`src/rtl/sram_arbiter.sv`:
```
// Round-robin arbiter sharing one asynchronous SRAM between the CPU and the loader/debug port.
// Sequences the active-low SRAM strobes with fixed wait counts and returns a one-cycle ready pulse.
module sram_arbiter #(
  parameter int unsigned ADDR_W  = 20,
  parameter int unsigned DATA_W  = 16,
  parameter int unsigned RD_WAIT = 2,
  parameter int unsigned WR_WAIT = 2
) (
  input  logic              Clk,
  input  logic              Reset,
  input  logic              cpu_req,
  input  logic              cpu_we,
  input  logic [ADDR_W-1:0] cpu_addr,
  input  logic [DATA_W-1:0] cpu_wdata,
  output logic [DATA_W-1:0] cpu_rdata,
  output logic              cpu_ready,
  input  logic              ldr_req,
  input  logic              ldr_we,
  input  logic [ADDR_W-1:0] ldr_addr,
  input  logic [DATA_W-1:0] ldr_wdata,
  output logic [DATA_W-1:0] ldr_rdata,
  output logic              ldr_ready,
  output logic [ADDR_W-1:0] Mem_ADDR,
  output logic [DATA_W-1:0] Data_to_SRAM,
  input  logic [DATA_W-1:0] Data_from_SRAM,
  output logic              Mem_drive,
  output logic              Mem_CE,
  output logic              Mem_UB,
  output logic              Mem_LB,
  output logic              Mem_OE,
  output logic              Mem_WE
);

  localparam int unsigned MAX_WAIT = (RD_WAIT > WR_WAIT) ? RD_WAIT : WR_WAIT;
  localparam int unsigned CNT_W    = $clog2(MAX_WAIT) + 1;
  localparam logic [CNT_W-1:0] RD_LAST = CNT_W'(RD_WAIT - 1);
  localparam logic [CNT_W-1:0] WR_LAST = CNT_W'(WR_WAIT - 1);

  typedef enum logic [2:0] {
    S_IDLE    = 3'd0,
    S_RD      = 3'd1,
    S_WR      = 3'd2,
    S_WR_HOLD = 3'd3,
    S_DONE    = 3'd4
  } state_t;

  typedef enum logic {
    OWN_CPU = 1'b0,
    OWN_LDR = 1'b1
  } owner_t;

  state_t           state;
  owner_t           owner;
  owner_t           last_grant;
  logic [CNT_W-1:0] cnt;
  logic             armed_cpu;
  logic             armed_ldr;

  logic             cpu_elig_c;
  logic             ldr_elig_c;
  logic             pick_ldr_c;

  // On a tie the requester that did not win last time is chosen
  always_comb begin
    cpu_elig_c = cpu_req & armed_cpu;
    ldr_elig_c = ldr_req & armed_ldr;
    pick_ldr_c = ldr_elig_c & (~cpu_elig_c | (last_grant == OWN_CPU));
  end

  always_ff @(posedge Clk or posedge Reset) begin
    if (Reset) begin
      state        <= S_IDLE;
      owner        <= OWN_CPU;
      last_grant   <= OWN_LDR;
      cnt          <= '0;
      armed_cpu    <= 1'b1;
      armed_ldr    <= 1'b1;
      cpu_rdata    <= '0;
      ldr_rdata    <= '0;
      cpu_ready    <= 1'b0;
      ldr_ready    <= 1'b0;
      Mem_ADDR     <= '0;
      Data_to_SRAM <= '0;
      Mem_drive    <= 1'b0;
      Mem_CE       <= 1'b1;
      Mem_UB       <= 1'b1;
      Mem_LB       <= 1'b1;
      Mem_OE       <= 1'b1;
      Mem_WE       <= 1'b1;
    end else begin
      cpu_ready <= 1'b0;
      ldr_ready <= 1'b0;
      // A requester must show one low req cycle after its ready before it is served again
      armed_cpu <= ~cpu_req | (armed_cpu & ~cpu_ready);
      armed_ldr <= ~ldr_req | (armed_ldr & ~ldr_ready);

      case (state)
        S_IDLE: begin
          if (cpu_elig_c | ldr_elig_c) begin
            owner        <= pick_ldr_c ? OWN_LDR : OWN_CPU;
            last_grant   <= pick_ldr_c ? OWN_LDR : OWN_CPU;
            Mem_ADDR     <= pick_ldr_c ? ldr_addr : cpu_addr;
            Data_to_SRAM <= pick_ldr_c ? ldr_wdata : cpu_wdata;
            cnt          <= '0;
            Mem_CE       <= 1'b0;
            Mem_UB       <= 1'b0;
            Mem_LB       <= 1'b0;
            if (pick_ldr_c ? ldr_we : cpu_we) begin
              state     <= S_WR;
              Mem_WE    <= 1'b0;
              Mem_drive <= 1'b1;
            end else begin
              state  <= S_RD;
              Mem_OE <= 1'b0;
            end
          end
        end

        S_RD: begin
          if (cnt == RD_LAST) begin
            if (owner == OWN_LDR) ldr_rdata <= Data_from_SRAM;
            else                  cpu_rdata <= Data_from_SRAM;
            cpu_ready <= (owner == OWN_CPU);
            ldr_ready <= (owner == OWN_LDR);
            Mem_CE    <= 1'b1;
            Mem_UB    <= 1'b1;
            Mem_LB    <= 1'b1;
            Mem_OE    <= 1'b1;
            state     <= S_DONE;
          end else begin
            cnt <= cnt + CNT_W'(1);
          end
        end

        S_WR: begin
          if (cnt == WR_LAST) begin
            Mem_WE <= 1'b1;
            state  <= S_WR_HOLD;
          end else begin
            cnt <= cnt + CNT_W'(1);
          end
        end

        // Data and chip enable stay valid one cycle past the WE rising edge
        S_WR_HOLD: begin
          cpu_ready <= (owner == OWN_CPU);
          ldr_ready <= (owner == OWN_LDR);
          Mem_CE    <= 1'b1;
          Mem_UB    <= 1'b1;
          Mem_LB    <= 1'b1;
          Mem_drive <= 1'b0;
          state     <= S_DONE;
        end

        S_DONE: begin
          state <= S_IDLE;
        end

        default: begin
          state     <= S_IDLE;
          Mem_drive <= 1'b0;
          Mem_CE    <= 1'b1;
          Mem_UB    <= 1'b1;
          Mem_LB    <= 1'b1;
          Mem_OE    <= 1'b1;
          Mem_WE    <= 1'b1;
        end
      endcase
    end
  end

endmodule

```
`config.mk`:
```
export PLATFORM = sky130hd
export DESIGN_NAME = sram_arbiter
export DESIGN_NICKNAME = d
export VERILOG_FILES = /design/src/rtl/sram_arbiter.sv
export SDC_FILE = /design/constraint.sdc
export NUM_CORES = 1
export LEC_CHECK = 0
export CAP_MARGIN = 10
export CORE_UTILIZATION = 45
export CTS_BUF_LIST = sky130_fd_sc_hd__clkbuf_4
export CTS_CLUSTER_DIAMETER = 30
export DETAILED_ROUTE_END_ITERATION = 8
export PLACE_DENSITY = 0.87
export SETUP_SLACK_MARGIN = 0.15
export SYNTH_ARGS = -nofsm -noshare
export SYNTH_HDL_FRONTEND = slang
export SYNTH_SLANG_ARGS = --single-unit
export TNS_END_PERCENT = 5
```
`constraint.sdc`:
```
create_clock -name Clk -period 8.3 [get_ports Clk]
set_input_delay 1.66 -clock Clk [delete_from_list [all_inputs] [get_ports Clk]]
set_output_delay 1.66 -clock Clk [all_outputs]
set_load 0.03 [all_outputs]
```
==> metrics.cfg, run 1 <==
[synthesis]
ys_ff_latch = 83
syn_inst = 301
avgSynthCellArea_um2 = 11.9
yosys_warnings = 0
syn_area_um2 = 3570
synth-seq-area-share = 0.584
syn_nets = 396
yosys.cell_types.count = 31

[critical_path]
worst_setup_path_end_kind = register
cp.required_ns = 8.59
cp_top_family = buffers and inverters
path_buf_inv = 2
critPathMaxFanout = 42
cp-start-kind = primary input
crit_slowest_cell = clkdlybuf4s50_1
arrival_ns = 3.67
crit_chain = clkdlybuf4s50_1 -> a22o_1 -> nand3_2 -> buf_4 -> nand3_1 -> o21ai_0
critPathMaxStageDelay_ns = 0.56
crit_type = in2reg

[routing]
drt_pre_antenna_iters = 4
avgViaCountPerCell = 4.97
wl_met3_um = 390
vias = 2838
initialDrtViolationCount = 98
wl_per_cell_um = 15.5
antenna_left = 0
drc_errors = 0
wirelength_mm = 8.85
wl_met1_mm = 3.55
wl_met2_mm = 4.72
top_layer = met4

[worst_hold_path]
hold_class = reg2reg

[clocking]
numCtsBuffers = 9
post-cts-setup-buffers = 0
hold_buffers = 0
cts_resized = 0
clockBufferDepth = 2
cts_tree = yes
cts_sinks = 83
clkLatencyLatePin_ns = 0.42
cts-htree-levels = 3
cts_root_buf = clkbuf_4
clkSlewWorstSetupHoldPaths_ns = 0.13

[floorplanning]
num_rows = 32
pin_count = 170
start_util = 0.465
dieWidth_um = 91.1
die_h_um = 91.1
die_area_um2 = 8300
coreArea_um2 = 7690

[finish]
mostFrequentLayoutCells = 169 x clkdlybuf4s50_1, 77 x dfrtp_1, 47 x o21ai_0
area_delta_synth_final_pct = 54.1
fillCellCount = 562
nNetsFinal = 559
multi_input_area_um2 = 1360
final_core_utilization = 0.716
final_cells = 571
drive_gt1_frac = 0.136
final_common_cell = clkdlybuf4s50_1
seq_area_um2 = 2080
insertedDiodeCount = 0

[timing]
max_freq_mhz = 296
finalHoldViolations = 0
finalMaxSlewViolations = 0
setup_viol = 0
finalCritPeriodShare = 0.407
worst_pin_slew_ns = 1.14
min_period_ns = 3.38
rsz0062_at_grt = no
slew_headroom = 0.235
finalClockSkew_ns = 0.0207
setup-tns-final_ns = 0
layout_setup_ws_ns = 4.92

[grt]
grt_max_degree = 84
grt-ovfl-total = 0
first_global_vias = 3001
grt_antenna_before_repair = 0
grtUsageTotal = 0.223
grt_first_pass_wirelength_mm = 14.6

[place]
gp_congestion = 0.820
dp_cells = 555
hpwl_mm = 6.50
dp_slack_ns = 4.48
port_buffers = 169

[status]
status = finished, final reports clean

[pwr]
total_power_mw = 2.24
leakage_nw = 2.42
p_per_area_nw_per_um2 = 406
peakVddDrop_uv = 195

[job]
cap_violations = 0

-- synth_stat cells (all sizes together) --
master,number,area (µm²)
a211oi,1,7.51
a21boi,1,7.51
a21oi,4,20.0
a22o,1,8.76
a22oi,2,15.0
a2bb2oi,1,8.76
a31o,1,8.76
and2,2,12.5
buf,12,78.8
clkbuf,8,30.0
dfrtp,77,1930
dfstp,6,158
ha,1,12.5
inv,9,33.8
mux2,32,360
mux2i,36,360
nand2,39,146
nand3,6,30.0
nand4,3,25.0
nor2,6,30.0
nor3,1,5.00
nor4,1,21.3
o211ai,1,7.51
o21a,1,7.51
o21ai,47,235
or3,1,6.26
xnor2,1,8.76
-- layout make-up --
cell class              count  share of cell area
inverters                   9             0.00636
repair buffers            172               0.311
multi-input cells         189               0.246
clock inverters             6              0.0207
clock buffers              10              0.0136
well taps                 102              0.0232
flip-flops and latches     83               0.379
-- registers in the layout, indices dropped and copies added, names as in the netlist --
signal and count:
Mem_LB 1, Mem_drive 1, cpu_rdata 16, last_grant 1
ldr_rdata 16, Mem_OE 1, cpu_ready 1, owner 1
Mem_ADDR 20, state 3, Data_to_SRAM 16, armed_cpu 1
ldr_ready 1, armed_ldr 1, Mem_WE 1, cnt 2
-- cell families (layout without fill, tap and decap cells) --
| kind of cell | after synthesis | after routing | share of synthesized area |
|---|---|---|---|
| adders and majority gates | 1 | 1 | 0.00350 |
| xor gates and xnor gates | 1 | 1 | 0.00245 |
| buffers and inverters | 29 | 197 | 0.0399 |
| muxes | 68 | 68 | 0.202 |
| DFF | 83 | 83 | 0.584 |
| and+or+nand+nor | 59 | 59 | 0.0774 |
| AOI/OAI and AO/OA | 60 | 60 | 0.0914 |
-- final timing paths --
path	end	slack, ns	startpoint	depth (start not counted)
max	cnt[0]$_DFFE_PP0P_	4.92	ldr_req	6
min	armed_cpu$_DFF_PP1_	0.45	cpu_ready$_DFF_PP0_	1
max reg2reg	cpu_rdata[12]$_DFFE_PP0P_	5.97	cnt[1]$_DFFE_PP0P_	5
min reg2reg	armed_cpu$_DFF_PP1_	0.45	cpu_ready$_DFF_PP0_	1
max in group asynchronous	cnt[0]$_DFFE_PP0P_	5.76	Reset	3
min in group asynchronous	ldr_rdata[15]$_DFFE_PP0P_	1.90	Reset	3
-- per-stage QoR --
stage	instance area [µm²]	hold WS, ns
finish	5510	0.452
floorplan	3570	0.459
global route	5510	0.458
detailed placement	5320	0.430
global placement	5320	0.422
CTS	5510	0.449
-- worst register-to-register path: stages, from the launching register on --
cell,delay [ns]
dfrtp_1,0.41
inv_1,0.06
ha_1,0.30
nand2_1,0.15
nor4_4,0.87
mux2_2,0.44
-- metal layers --
layer | GRT usage | up-vias
li1 | - | 1368
met1 | 0.261 | 1363
met2 | 0.400 | 91
met3 | 0.0427 | 16
met4 | 0.0926 | 0
met5 | 0 | -
-- report_power, final --
group          leakage, nW  internal, mW  total (mW)  switching, mW
combinational         1.33         0.524        1.21          0.681
clock               0.0928         0.156       0.296          0.140
sequential           0.996         0.610       0.735          0.125
total                 2.42          1.29        2.24          0.946
Note: power is estimated with default switching activity, not from simulation.
==> inputs of run 2 (changes only) <==
--- a/config.mk
+++ b/config.mk
@@ -6,11 +6,11 @@
 export NUM_CORES = 1
 export LEC_CHECK = 0
 export CAP_MARGIN = 10
-export CORE_UTILIZATION = 45
+export CORE_UTILIZATION = 42
 export CTS_BUF_LIST = sky130_fd_sc_hd__clkbuf_4
 export CTS_CLUSTER_DIAMETER = 30
 export DETAILED_ROUTE_END_ITERATION = 8
-export PLACE_DENSITY = 0.87
+export PLACE_DENSITY = 0.82
 export SETUP_SLACK_MARGIN = 0.15
 export SYNTH_ARGS = -nofsm -noshare
 export SYNTH_HDL_FRONTEND = slang
==> constraint.sdc (replaced) <==
create_clock -name Clk -period 3.5 [get_ports Clk]
set_input_delay 0.7 -clock Clk [delete_from_list [all_inputs] [get_ports Clk]]
set_output_delay 0.7 -clock Clk [all_outputs]
set_load 0.03 [all_outputs]
==> metrics.cfg, run 2 (synthesis gave the netlist of run 1 again) <==
[clocking]
hold_buffers = 0
post-cts-setup-buffers = 0
cts_resized = 0
clockBufferDepth = 2
numCtsBuffers = 9
cts-htree-levels = 3
clkLatencyLatePin_ns = 0.43
clkSlewWorstSetupHoldPaths_ns = 0.12
cts_sinks = 83
cts_tree = yes
cts_root_buf = clkbuf_4

[place]
place_area_um2 = 5350
gp_congestion = 0.786
hpwl_mm = 6.40
port_buffers = 169

[pwr]
intPower_mw = 2.92
power_frac_clock = 0.104
peakVddDrop_uv = 424
swShare = 0.432
seqPwrFrac = 0.338
total_power_mw = 5.14
p_switching_mw = 2.22
leakage_nw = 2.41
power_frac_comb = 0.558
p_per_area_nw_per_um2 = 938

[critical_path]
critPathMaxFanout = 4
ff2ff_path_depth = 6
reg2reg_from = cnt[1]$_DFFE_PP0P_
crit_slowest_cell = clkdlybuf4s50_1
crit_chain = clkdlybuf4s50_1
cp-start-kind = register
cp_top_family = buffers and inverters
path_buf_inv = 1
critPathMaxStageDelay_ns = 0.67
critical_path_depth = 1
worst_setup_path_end_kind = output pin
arrival_ns = 1.67
critPathLaunch = Mem_LB$_DFFE_PP1P_
ff2ff_setup_slack_ns = 1.29
crit_type = reg2out
cp.required_ns = 2.80

[floorplanning]
dieWidth_um = 94.2
start_util = 0.435
num_rows = 33
coreArea_um2 = 8220
pin_count = 170
die_h_um = 94.2
die_area_um2 = 8880

[finish]
design_area_um2 = 5480
final_core_utilization = 0.667
mostFrequentLayoutCells = 169 x clkdlybuf4s50_1, 77 x dfrtp_1, 47 x o21ai_0
regMostFlops = Mem_ADDR
final_common_cell = clkdlybuf4s50_1
area_delta_synth_final_pct = 53.3
insertedDiodeCount = 0
drive_gt1_frac = 0.138
nNetsFinal = 561
fillCellCount = 627
largest_reg_flops = 20

[routing]
initialDrtViolationCount = 75
avgViaCountPerCell = 4.86
antenna_left = 0
wl_per_cell_um = 14.7
vias = 2794
drc_errors = 0
wirelength_mm = 8.44
drt_pre_antenna_iters = 4

[worst_hold_path]
min-delay-start = ldr_ready$_DFF_PP0_
hold_class = reg2reg
min_path_cells = 1

[timing]
slew_headroom = 0.567
finalClockSkew_ns = 0.0178
finalHoldViolations = 0
max_freq_mhz = 422
finalMaxSlewViolations = 0
min_period_ns = 2.37
setup-tns-final_ns = 0
rsz0062_at_grt = no
holdWs_ns = 0.437
finalCritPeriodShare = 0.677
worst_pin_slew_ns = 0.645
setup_viol = 0

[grt]
grt_max_degree = 79
grt_first_pass_wirelength_mm = 13.6
first_global_vias = 2791
grt-ovfl-total = 0
grtUsageTotal = 0.202
grt_antenna_before_repair = 0

[job]
cap_violations = 0

[status]
status = finished, final reports clean

[run 2: final timing paths]
kind	end
max reg2reg	cpu_rdata[14]$_DFFE_PP0P_
min	armed_ldr$_DFF_PP1_
max	Mem_LB
min reg2reg	armed_ldr$_DFF_PP1_
max in group asynchronous	last_grant$_DFFE_PP1P_
min in group asynchronous	cpu_rdata[5]$_DFFE_PP0P_
[run 2: power groups by stage]
stage / combinational (mW) / clock (mW) / sequential [mW]
after global routing: 3.05 / 0.587 / 1.80
after floorplan: 0.920 / 0 / 2.54
after detailed placement: 2.90 / 0 / 1.76
after global placement: 2.82 / 0 / 1.73
after CTS: 2.90 / 0.547 / 1.74
final: 2.87 / 0.532 / 1.74
[run 2: cell type report]
class,count,area (µm²),share of cell area
inverters,9,35.0,0.00640
clock buffers,10,75.1,0.0137
flip-flops and latches,83,2080,0.381
well taps,105,131,0.0240
clock inverters,5,55.1,0.0101
repair buffers,174,1740,0.318
multi-input cells,189,1360,0.247
[run 2: layer usage]
metal / global-route usage / wire, µm / vias to the layer above
met4: 0.0897 / 176 / 0
met5: 0 / 0 / -
met2: 0.351 / 4450 / 85
li1: - / - / 1383
met1: 0.238 / 3360 / 1314
met3: 0.0421 / 457 / 12
[run 2: metrics by stage]
stage	cells	setup slack, ns
floorplan	301	0.673
global placement	560	1.08
detailed placement	560	0.971
CTS	575	1.11
global route	575	1.07
finish	575	1.13
==> inputs of run 3 (changes only) <==
==> constraint.sdc (replaced) <==
create_clock -name Clk -period 2.39 [get_ports Clk]
set_input_delay 0.478 -clock Clk [delete_from_list [all_inputs] [get_ports Clk]]
set_output_delay 0.478 -clock Clk [all_outputs]
set_load 0.03 [all_outputs]
==> metrics.cfg, run 3 (synthesis gave the netlist of run 1 again) <==
[finish]
nNetsFinal = 562
final_common_cell = clkdlybuf4s50_1
largest_reg_flops = 20
fillCellCount = 634
multi_input_area_um2 = 1360
mostFrequentLayoutCells = 169 x clkdlybuf4s50_1, 77 x dfrtp_1, 47 x o21ai_0
drive_gt1_frac = 0.142
insertedDiodeCount = 0
design_area_um2 = 5560
area_delta_synth_final_pct = 55.6
regMostFlops = Mem_ADDR
final_core_utilization = 0.676
seq_area_um2 = 2080
final_cells = 577

[pwr]
p_per_area_nw_per_um2 = 1410
peakVddDrop_uv = 555
total_power_mw = 7.81
leakage_nw = 2.44

[grt]
grt-ovfl-total = 0
grt_first_pass_wirelength_mm = 13.9
grt_antenna_before_repair = 0
grtUsageTotal = 0.208
grt_max_degree = 81
first_global_vias = 2838

[routing]
drt_pre_antenna_iters = 4
initialDrtViolationCount = 110
wl_per_cell_um = 15.4
vias = 2823
antenna_left = 0
avgViaCountPerCell = 4.89
drc_errors = 0
wirelength_mm = 8.87

[floorplanning]
die_area_um2 = 8880
die_h_um = 94.2
num_rows = 33
pin_count = 170
coreArea_um2 = 8220
dieWidth_um = 94.2
start_util = 0.435

[timing]
layout_setup_ws_ns = 0.246
rsz0062_at_grt = no
setup-tns-final_ns = 0
finalHoldViolations = 0
holdWs_ns = 0.419
max_freq_mhz = 467
finalMaxSlewViolations = 0
finalCritPeriodShare = 0.897
slew_headroom = 0.645
finalClockSkew_ns = 0.0154
worst_pin_slew_ns = 0.533
setup_viol = 0
min_period_ns = 2.14

[clocking]
hold_buffers = 0
numCtsBuffers = 9
cts_resized = 0
clkSlewWorstSetupHoldPaths_ns = 0.12
cts_sinks = 83
cts-htree-levels = 3
clockBufferDepth = 2
cts_root_buf = clkbuf_4
clkLatencyLatePin_ns = 0.42
cts_tree = yes
post-cts-setup-buffers = 0

[job]
cap_violations = 0

[place]
place_area_um2 = 5370
port_buffers = 169
dp_cells = 561
gp_congestion = 0.749
hpwl_mm = 6.57
dp_slack_ns = 0.372

[critical_path]
path_buf_inv = 1
crit_type = reg2out
cp-start-kind = register
reg2reg_from = cnt[1]$_DFFE_PP0P_
crit_slowest_cell = clkdlybuf4s50_1
worst_setup_path_end_kind = output pin
critPathMaxFanout = 3
arrival_ns = 1.67
critPathMaxStageDelay_ns = 0.69
crit_chain = clkdlybuf4s50_1
cp.required_ns = 1.91
critPathLaunch = Mem_WE$_DFFE_PP1P_
cp_top_family = buffers and inverters

[status]
status = finished, final reports clean

[worst_hold_path]
hold_class = reg2reg
min-delay-start = ldr_ready$_DFF_PP0_

[run 3: cell types whose count changed in the layout (fill, tap and decap cells not counted), sizes merged]
| cell | before | now |
|---|---|---|
| bufinv | 1 | 3 |
| clkinv | 3 | 1 |
| buf | 5 | 6 |
| inv | 8 | 9 |
[run 3: path summary, 6_finish.rpt]
path	end	slack [ns]	cells past startpoint
max	Mem_WE	0.25	1
max reg2reg	cpu_rdata[11]$_DFFE_PP0P_	0.56	6
min reg2reg	armed_ldr$_DFF_PP1_	0.42	1
min	armed_ldr$_DFF_PP1_	0.42	1
max in group asynchronous	Mem_LB$_DFFE_PP1P_	1.43	3
min in group asynchronous	Data_to_SRAM[0]$_DFFE_PP0P_	0.55	3
[run 3: routing by layer]
metal	vias to the layer above	track usage	wire (µm)	part of all wire
li1	1382	-	-	-
met1	1324	0.248	3430	0.39
met2	102	0.360	4760	0.54
met3	15	0.0469	463	0.052
met4	0	0.0846	212	0.024
met5	-	0	0	0
[run 3: cell type report]
class                   instances  share of cell area
clock inverters                 6              0.0200
flip-flops and latches         83               0.375
clock buffers                  10              0.0135
well taps                     105              0.0236
inverters                       9             0.00676
multi-input cells             189               0.244
repair buffers                175               0.317
[run 3: power by group]
group	total (mW)	switching, mW	internal [mW]
registers	2.54	0.426	2.12
clock network	1.02	0.475	0.544
logic	4.25	2.38	1.86
